--- src/rtl/vga_buffer_arbiter_pkg.sv ---
// Shared constants, grant encodings and address helpers for the pixel
// buffer arbiter. The image geometry is shared with the VGA controller.
package vga_buffer_arbiter_pkg;

    localparam int IMAGE_WIDTH  = 320;
    localparam int IMAGE_HEIGHT = 240;
    localparam int PIX_W        = 12;
    localparam int ADDR_W       = 17;
    localparam int ROW_W        = 8;
    localparam int COL_W        = 9;
    localparam int DIV          = 4;
    localparam int FIFO_DEPTH   = 4;
    localparam int PHASE_W      = $clog2(DIV);
    localparam int LEVEL_W      = $clog2(FIFO_DEPTH) + 1;

    typedef enum logic [1:0] {
        G_NONE = 2'd0,
        G_RD   = 2'd1,
        G_WR   = 2'd2
    } grant_e;

    typedef struct packed {
        logic [ADDR_W-1:0] addr;
        logic [PIX_W-1:0]  pixel;
    } wr_entry_t;

    // Linear buffer address; operands widened first so nothing truncates.
    function automatic logic [ADDR_W-1:0] pix_addr(input logic [ROW_W-1:0] row,
                                                   input logic [COL_W-1:0] col);
        return ADDR_W'(row) * ADDR_W'(IMAGE_WIDTH) + ADDR_W'(col);
    endfunction

    function automatic logic in_image(input logic [ROW_W-1:0] row,
                                      input logic [COL_W-1:0] col);
        return (int'(row) < IMAGE_HEIGHT) && (int'(col) < IMAGE_WIDTH);
    endfunction

endpackage

--- src/rtl/vga_buffer_arbiter_if.sv ---
// Bus bundle between the arbiter, the VGA read path, the masking engine
// and the buffer RAM.
//
// Write handshake: a transfer happens on a rising clk edge where both
// wr_valid and wr_ready are 1. wr_valid must not depend on wr_ready; the
// write fields are held stable while wr_valid is 1 and wr_ready is 0.
interface vga_buffer_arbiter_if;
    import vga_buffer_arbiter_pkg::*;

    logic               disp_active;
    logic [ROW_W-1:0]   disp_row;
    logic [COL_W-1:0]   disp_col;
    logic [PIX_W-1:0]   disp_pixel;
    logic               wr_valid;
    logic               wr_ready;
    logic [ROW_W-1:0]   wr_row;
    logic [COL_W-1:0]   wr_col;
    logic [PIX_W-1:0]   wr_pixel;
    logic [ADDR_W-1:0]  ram_addr;
    logic               ram_we;
    logic [PIX_W-1:0]   ram_wdata;
    logic [PIX_W-1:0]   ram_rdata;
    logic [LEVEL_W-1:0] fifo_level;
    logic               oob_err;
    grant_e             grant;      // debug view of the grant state register

    modport slave (
        input  disp_active, disp_row, disp_col, wr_valid, wr_row, wr_col,
               wr_pixel, ram_rdata,
        output disp_pixel, wr_ready, ram_addr, ram_we, ram_wdata,
               fifo_level, oob_err, grant
    );

    modport master (
        output disp_active, disp_row, disp_col, wr_valid, wr_row, wr_col,
               wr_pixel, ram_rdata,
        input  disp_pixel, wr_ready, ram_addr, ram_we, ram_wdata,
               fifo_level, oob_err, grant
    );

endinterface

--- src/rtl/arb_write_fifo.sv ---
// Small synchronous FIFO holding pending masking-engine writes.
// The caller never pushes when full or pops when empty.
module arb_write_fifo #(
    parameter int WIDTH = 8,
    parameter int DEPTH = 4
) (
    input  logic                   clk,
    input  logic                   rst,
    input  logic                   push_i,
    input  logic [WIDTH-1:0]       push_data_i,
    input  logic                   pop_i,
    output logic [WIDTH-1:0]       pop_data_o,
    output logic                   full_o,
    output logic                   empty_o,
    output logic [$clog2(DEPTH):0] level_o
);
    localparam int PTR_W = $clog2(DEPTH);

    logic [WIDTH-1:0] mem_q [DEPTH];
    logic [PTR_W-1:0] wr_ptr_q, rd_ptr_q;
    logic [PTR_W:0]   count_q, count_d;

    // Occupancy next state: simultaneous push and pop leave it unchanged.
    always_comb begin
        count_d = count_q;
        case ({push_i, pop_i})
            2'b10:   count_d = count_q + (PTR_W+1)'(1);
            2'b01:   count_d = count_q - (PTR_W+1)'(1);
            default: count_d = count_q;
        endcase
    end

    // Entry storage; contents are don't-care until pushed, so no reset.
    always_ff @(posedge clk) begin
        if (push_i) mem_q[wr_ptr_q] <= push_data_i;
    end

    // Pointers and occupancy; a reset discards every queued entry.
    always_ff @(posedge clk or posedge rst) begin
        if (rst) begin
            wr_ptr_q <= '0;
            rd_ptr_q <= '0;
            count_q  <= '0;
        end else begin
            if (push_i) wr_ptr_q <= wr_ptr_q + PTR_W'(1);
            if (pop_i)  rd_ptr_q <= rd_ptr_q + PTR_W'(1);
            count_q <= count_d;
        end
    end

    assign pop_data_o = mem_q[rd_ptr_q];
    assign full_o     = (count_q == (PTR_W+1)'(DEPTH));
    assign empty_o    = (count_q == '0);
    assign level_o    = count_q;

endmodule

--- src/rtl/vga_buffer_arbiter.sv ---
// Pixel buffer arbiter: a phase-0 slot of every DIV-cycle frame belongs to
// the display read path; all other slots drain the queued masking writes.
module vga_buffer_arbiter
    import vga_buffer_arbiter_pkg::*;
(
    input  logic                clk,
    input  logic                rst,
    vga_buffer_arbiter_if.slave bus
);
    logic [PHASE_W-1:0] phase_q, phase_d;
    grant_e             grant_q, grant_d;
    logic [ADDR_W-1:0]  ram_addr_q, ram_addr_d;
    logic               ram_we_q, ram_we_d;
    logic [PIX_W-1:0]   ram_wdata_q, ram_wdata_d;
    logic [PIX_W-1:0]   disp_pixel_q, disp_pixel_d;
    logic               rd_pend_q;
    logic               ready_en_q;
    logic               oob_err_q;

    logic               wr_ready;
    logic               wr_in_range;
    logic               accept;
    logic               push;
    logic               pop;
    logic               fifo_full;
    logic               fifo_empty;
    wr_entry_t          push_entry;
    wr_entry_t          head;

    // Ready only once out of reset, and never bypassed by a same-cycle pop.
    assign wr_ready    = ready_en_q && !fifo_full;
    assign wr_in_range = in_image(bus.wr_row, bus.wr_col);
    assign accept      = bus.wr_valid && wr_ready;
    assign push        = accept && wr_in_range;
    assign pop         = (grant_d == G_WR);
    assign push_entry  = '{addr: pix_addr(bus.wr_row, bus.wr_col), pixel: bus.wr_pixel};

    arb_write_fifo #(
        .WIDTH ($bits(wr_entry_t)),
        .DEPTH (FIFO_DEPTH)
    ) u_fifo (
        .clk         (clk),
        .rst         (rst),
        .push_i      (push),
        .push_data_i (push_entry),
        .pop_i       (pop),
        .pop_data_o  (head),
        .full_o      (fifo_full),
        .empty_o     (fifo_empty),
        .level_o     (bus.fifo_level)
    );

    // Free-running slot phase; wraps at DIV-1 and never stalls.
    always_comb begin
        phase_d = phase_q + PHASE_W'(1);
        if (phase_q == PHASE_W'(DIV - 1)) phase_d = '0;
    end

    // Grant decision and next RAM command: display read wins phase 0.
    always_comb begin
        grant_d     = G_NONE;
        ram_addr_d  = ram_addr_q;
        ram_we_d    = 1'b0;
        ram_wdata_d = ram_wdata_q;
        if (phase_q == '0 && bus.disp_active) begin
            grant_d    = G_RD;
            ram_addr_d = pix_addr(bus.disp_row, bus.disp_col);
        end else if (!fifo_empty) begin
            grant_d     = G_WR;
            ram_addr_d  = head.addr;
            ram_we_d    = 1'b1;
            ram_wdata_d = head.pixel;
        end
    end

    // Display capture: take RAM data the cycle after the read slot, or
    // force black at phase 1 when the frame had no read.
    always_comb begin
        disp_pixel_d = disp_pixel_q;
        if (rd_pend_q) begin
            disp_pixel_d = bus.ram_rdata;
        end else if (phase_q == PHASE_W'(1) && grant_q != G_RD) begin
            disp_pixel_d = '0;
        end
    end

    // State and output registers; reset clears everything at once.
    always_ff @(posedge clk or posedge rst) begin
        if (rst) begin
            phase_q      <= '0;
            grant_q      <= G_NONE;
            ram_addr_q   <= '0;
            ram_we_q     <= 1'b0;
            ram_wdata_q  <= '0;
            disp_pixel_q <= '0;
            rd_pend_q    <= 1'b0;
            ready_en_q   <= 1'b0;
            oob_err_q    <= 1'b0;
        end else begin
            phase_q      <= phase_d;
            grant_q      <= grant_d;
            ram_addr_q   <= ram_addr_d;
            ram_we_q     <= ram_we_d;
            ram_wdata_q  <= ram_wdata_d;
            disp_pixel_q <= disp_pixel_d;
            rd_pend_q    <= (grant_q == G_RD);
            ready_en_q   <= 1'b1;
            if (accept && !wr_in_range) oob_err_q <= 1'b1;
        end
    end

    assign bus.wr_ready   = wr_ready;
    assign bus.ram_addr   = ram_addr_q;
    assign bus.ram_we     = ram_we_q;
    assign bus.ram_wdata  = ram_wdata_q;
    assign bus.disp_pixel = disp_pixel_q;
    assign bus.oob_err    = oob_err_q;
    assign bus.grant      = grant_q;

endmodule

--- src/flat_wrapper.sv ---
// flat-port wrapper written by rule: the top's interface ports become plain ports
module vga_buffer_arbiter_flat import vga_buffer_arbiter_pkg::*;
  (clk, rst, bus_disp_active, bus_disp_row, bus_disp_col, bus_wr_valid, bus_wr_row, bus_wr_col, bus_wr_pixel, bus_ram_rdata, bus_disp_pixel, bus_wr_ready, bus_ram_addr, bus_ram_we, bus_ram_wdata, bus_fifo_level, bus_oob_err, bus_grant);
  vga_buffer_arbiter_if bus_i ();
  input  logic clk;
  input  logic rst;
  input wire logic [$bits(bus_i.disp_active)-1:0] bus_disp_active;
  input wire logic [$bits(bus_i.disp_row)-1:0] bus_disp_row;
  input wire logic [$bits(bus_i.disp_col)-1:0] bus_disp_col;
  input wire logic [$bits(bus_i.wr_valid)-1:0] bus_wr_valid;
  input wire logic [$bits(bus_i.wr_row)-1:0] bus_wr_row;
  input wire logic [$bits(bus_i.wr_col)-1:0] bus_wr_col;
  input wire logic [$bits(bus_i.wr_pixel)-1:0] bus_wr_pixel;
  input wire logic [$bits(bus_i.ram_rdata)-1:0] bus_ram_rdata;
  output wire logic [$bits(bus_i.disp_pixel)-1:0] bus_disp_pixel;
  output wire logic [$bits(bus_i.wr_ready)-1:0] bus_wr_ready;
  output wire logic [$bits(bus_i.ram_addr)-1:0] bus_ram_addr;
  output wire logic [$bits(bus_i.ram_we)-1:0] bus_ram_we;
  output wire logic [$bits(bus_i.ram_wdata)-1:0] bus_ram_wdata;
  output wire logic [$bits(bus_i.fifo_level)-1:0] bus_fifo_level;
  output wire logic [$bits(bus_i.oob_err)-1:0] bus_oob_err;
  output wire logic [$bits(bus_i.grant)-1:0] bus_grant;
  assign bus_i.disp_active = bus_disp_active;
  assign bus_i.disp_row = bus_disp_row;
  assign bus_i.disp_col = bus_disp_col;
  assign bus_i.wr_valid = bus_wr_valid;
  assign bus_i.wr_row = bus_wr_row;
  assign bus_i.wr_col = bus_wr_col;
  assign bus_i.wr_pixel = bus_wr_pixel;
  assign bus_i.ram_rdata = bus_ram_rdata;
  assign bus_disp_pixel = bus_i.disp_pixel;
  assign bus_wr_ready = bus_i.wr_ready;
  assign bus_ram_addr = bus_i.ram_addr;
  assign bus_ram_we = bus_i.ram_we;
  assign bus_ram_wdata = bus_i.ram_wdata;
  assign bus_fifo_level = bus_i.fifo_level;
  assign bus_oob_err = bus_i.oob_err;
  assign bus_grant = bus_i.grant;
  vga_buffer_arbiter u_core (.clk(clk), .rst(rst), .bus(bus_i));
endmodule
--- config.mk ---
export PLATFORM = sky130hd
export DESIGN_NAME = vga_buffer_arbiter_flat
export DESIGN_NICKNAME = d
export VERILOG_FILES = /design/src/rtl/vga_buffer_arbiter_pkg.sv /design/src/rtl/vga_buffer_arbiter_if.sv /design/src/rtl/arb_write_fifo.sv /design/src/rtl/vga_buffer_arbiter.sv /design/src/flat_wrapper.sv
export SDC_FILE = /design/constraint.sdc
export NUM_CORES = 1
export LEC_CHECK = 0
export CAP_MARGIN = 20
export CORE_ASPECT_RATIO = 1.25
export CORE_UTILIZATION = 30
export CTS_BUF_LIST = sky130_fd_sc_hd__clkbuf_4
export DETAILED_ROUTE_END_ITERATION = 10
export HOLD_SLACK_MARGIN = 0.1
export PLACE_DENSITY = 0.57
export SYNTH_ARGS = -nofsm -noshare
export SYNTH_HDL_FRONTEND = slang
export SYNTH_SLANG_ARGS = --single-unit
--- constraint.sdc ---
create_clock -name clk -period 3.4 [get_ports clk]
set_clock_uncertainty 0.1 [all_clocks]
set_input_delay 0.51 -clock clk [delete_from_list [all_inputs] [get_ports clk]]
set_output_delay 0.51 -clock clk [all_outputs]
set_load 0.005 [all_outputs]
==> metrics.txt <==
share of final-layout standard cells stronger than drive strength 1 roughly a fifth; worst r2r dst u_core.u_fifo.level_o[2]; CTS tree yes; maximum cell stage delay along the critical path between 0.5 and 0.6 ns; number of buffer and inverter stages on the critical path 1; post-DP HPWL roughly 12,000 um; Sink Count 171; sequential area share after synthesis between 60% and 70%; number of synthesized flops with an enable pin around 120; unrepaired setup endpoints after global routing no; largest net degree at the start of global routing 32; met3 capacity usage during global routing under 10%; Clock Pin Slew Worst Setup and Hold Paths around 0.16 ns; total count of hold-check failures in the final report 0; met1 Resource Use GR roughly 15%; Clock H-tree levels 4; share of the synthesized area in the top cell type between 40% and 50%; GRT met2 Usage 24.5%; CTS Buffer Depth 2; critical-path cell list clkdlybuf4s50_1 > ha_1 > ha_1 > fa_1 > nand3_1 > o21ai_0 > or4b_1 > or4_1 > a31oi_1; leftover overflow at the end of global routing 0; nets in the synthesized netlist approximately 600; layout overhead on the synthesized area 27.7%; sum of negative setup slack 0 ns; number of I/O pins 111; post-route clock period utilization 88.8%; post-synthesis cell count 494; worst relative slew slack between 40% and 50%; number of global-route vias before repair around 5.2k; detailed-route wire length per cell 16.5 um; postcts setup bufs 0; Period minus WS final just over 3 ns; crit path DAT about 3.4 ns; outcome complete, no violations; Register-to-Register Setup Slack between 0.9 and 1 ns; endpoint type of the worst setup path flop; family with the most delay on the worst path adder cells; combined area of all synthesized cells between 7000 and 8000 sq um; worst IR drop on VDD between 0.2 and 0.3 mV; total global routing track utilization about an eighth; Post-synth ARST share about a third; die width approximately 150 um; placed cells roughly 970; hold-fix buffer count after cts 0; Resized cells post-CTS 0; final setup violation count 0; antenna violations before repair 2; placer's final routability congestion estimate 0.794; Starting DRT DRC Count 151; number of warning messages in the yosys log 0; Most Used Layer, Global Route met2; clock root buffer master sky130_fd_sc_hd__clkbuf_4; number of vias per cell around 4.7; Startpoint Class primary input; CP Max Fanout 4; initial cell density of the core a little under a third; first-pass GRT wire length between 20,000 and 30,000 um; Lkg Pwr 0.00368 uW; area of the placeable core around 25,000 sq um; reg2reg path depth 11; number of nets with antenna violations after detailed routing 0; cell type of the slowest stage on the worst timing path sky130_fd_sc_hd__fa_1; count of nets after finishing 756; Pwr Total 6310 uW; count of input and output buffers between 100 and 150; largest cells by area after synthesis sky130_fd_sc_hd__edfxtp_1 45%, sky130_fd_sc_hd__dfrtp_1 18%, sky130_fd_sc_hd__mux4_2 8.4%, sky130_fd_sc_hd__ha_1 6.1%, sky130_fd_sc_hd__mux2i_1 1.9%; count of maximum capacitance violations 0; power per standard cell area 638 nW/um^2; Primary FF master, synth sky130_fd_sc_hd__edfxtp_1; number of detailed-routing iterations run before antenna repair 4; overall via count from detail_route between 4k and 5k; total die area approximately 26,000 sq um; Fmax approximately 330 MHz; crit-path most repeated cell sky130_fd_sc_hd__ha_1; data required time at the worst endpoint ~3.8 ns; number of max-slew violations in the final report 0; Cell variety after synth 55; Detailed Route WL ~17,000 um; average instance area after synthesis around 16 sq um; number of clock buffers inserted by TritonCTS 17; latest clock arrival within the worst-skew pair between 0.5 and 0.6 ns; final cell count without fillers around 1k; measured slew at the worst slew-check pin slightly above 0.8 ns; most area-hungry cell type in the Yosys netlist sky130_fd_sc_hd__edfxtp_1; top library cells by usage in the layout, fill and taps aside 116 x sky130_fd_sc_hd__edfxtp_1, 110 x sky130_fd_sc_hd__clkdlybuf4s50_1, 54 x sky130_fd_sc_hd__dfrtp_1; layout filler cell count 2,401; source of the worst register-to-register timing path u_core.phase_q[0]; DRC violations left 0; class of the most critical hold timing path primary input to asynchronous set/reset pin; Die Y between 150 and 200 um; post-synthesis sequential element count 171; most common library cell in the layout ignoring fill and taps sky130_fd_sc_hd__edfxtp_1; number of rows in the core area 65; Setup CP Type primary input to flop
routing by layer:
layer	part of all wire (%)	wire length [um]	up-vias
met1	42	7030	2333
li1	-	-	2214
met3	4.2	696	18
met5	0.10	17	-
met2	52	8620	107
met4	1.1	188	2
power breakdown:
group / leakage (uW) / total [uW] / internal, uW / switching [uW]
Combinational: 0.00178 / 2100 / 1220 / 880
Sequential: 0.00171 / 2820 / 2590 / 238
Clock: 0.000183 / 1380 / 616 / 765
Total: 0.00368 / 6310 / 4430 / 1880
cells by family (layout without fill, tap and decap cells):
kind of cell / Yosys count / after routing / synth area share (%)
DFF: 171 / 171 / 62.8
and+or+nand+nor: 84 / 84 / 5.77
AOI/OAI and AO/OA: 77 / 77 / 7.10
muxes: 57 / 57 / 12.3
adders and majority gates: 43 / 43 / 7.44
buffers and inverters: 39 / 209 / 2.05
xor gates and xnor gates: 22 / 22 / 2.49
other: 1 / 2 / 0.0485
layout make-up:
cell class / instances / area, sq um / share of cell area [%]
antenna: 1 / 2.50 / 0.0253
timing repair buffer: 154 / 1430 / 14.5
inverter: 23 / 86.3 / 0.874
sequential: 171 / 4860 / 49.2
clock inverter: 15 / 226 / 2.29
tap: 335 / 419 / 4.24
multi-input combinational: 284 / 2730 / 27.6
clock buffer: 17 / 128 / 1.29
synthesized netlist by cell type (3+ instances only):
master / number
sky130_fd_sc_hd__nor2b_1: 11
sky130_fd_sc_hd__nand2b_1: 3
sky130_fd_sc_hd__nand2_1: 18
sky130_fd_sc_hd__clkbuf_1: 7
sky130_fd_sc_hd__o21ba_2: 3
sky130_fd_sc_hd__or2_2: 3
sky130_fd_sc_hd__o311ai_0: 3
sky130_fd_sc_hd__inv_1: 23
sky130_fd_sc_hd__mux2i_1: 15
sky130_fd_sc_hd__dfrtp_1: 55
sky130_fd_sc_hd__nor3b_1: 3
sky130_fd_sc_hd__a31oi_1: 3
sky130_fd_sc_hd__a22o_1: 12
sky130_fd_sc_hd__nand3_1: 4
sky130_fd_sc_hd__edfxtp_1: 116
sky130_fd_sc_hd__fa_1: 5
sky130_fd_sc_hd__ha_1: 38
sky130_fd_sc_hd__mux2_2: 13
sky130_fd_sc_hd__a21oi_1: 7
sky130_fd_sc_hd__mux4_2: 29
sky130_fd_sc_hd__o21ai_0: 20
sky130_fd_sc_hd__and2_1: 4
sky130_fd_sc_hd__xnor2_1: 13
sky130_fd_sc_hd__a211oi_1: 7
sky130_fd_sc_hd__nor2_1: 22
sky130_fd_sc_hd__buf_1: 3
sky130_fd_sc_hd__a21o_1: 3
sky130_fd_sc_hd__nand4_1: 3
sky130_fd_sc_hd__xor2_1: 9
sky130_fd_sc_hd__buf_2: 4
sky130_fd_sc_hd__or4b_1: 3
worst register-to-register path: cells and delay by family (launching register included):
| family | cells | cell delay [ns] |
|---|---|---|
| buffers and inverters | 3 | 0.27 |
| xor gates and xnor gates | 2 | 0.32 |
| DFF | 1 | 0.42 |
| adders and majority gates | 3 | 0.76 |
| and+or+nand+nor | 3 | 0.48 |
flip-flops by register name, indices dropped and copies added, names as in the netlist:
register / cells
u_core.rd_pend_q: 1
u_core.bus.grant: 2
u_core.u_fifo.wr_ptr_q: 2
u_core.phase_q: 2
u_core.u_fifo.rd_ptr_q: 2
u_core.bus.oob_err: 1
u_core.u_fifo.mem_q: 116
u_core.bus.disp_pixel: 12
u_core.ready_en_q: 1
u_core.bus.ram_addr: 17
u_core.bus.ram_wdata: 12
u_core.u_fifo.level_o: 3
worst max-delay path by stage:
stage | startpoint | to | depth (start not counted)
final | bus_disp_row[3] | u_core.bus.ram_addr[15] | 9
after global routing | bus_wr_row[4] | u_core.u_fifo.mem_q[0][27] | 8
after CTS | bus_disp_row[3] | u_core.bus.ram_addr[15] | 9
after detailed placement | bus_disp_row[3] | u_core.bus.ram_addr[16] | 9
after global placement | bus_disp_row[1] | u_core.bus.ram_addr[15] | 9
after floorplan | bus_disp_row[1] | u_core.bus.ram_addr[15] | 8
metrics by stage:
| step | hold slack (ns) | util [%] | cell area (sq um) | setup slack (ns) |
|---|---|---|---|---|
| 2_1_floorplan | 0.347 | - | 7740 | 0.312 |
| 3_3_place_gp | 0.357 | 37.7 | 9520 | -0.188 |
| 3_5_place_dp | 0.363 | 37.7 | 9520 | -0.184 |
| 4_1_cts | 0.217 | 39.1 | 9880 | 0.414 |
| 5_1_grt | 0.223 | 39.1 | 9880 | 0.226 |
| 6_report | 0.235 | 39.1 | 9880 | 0.380 |
Note: power is estimated with default switching activity, not from simulation.
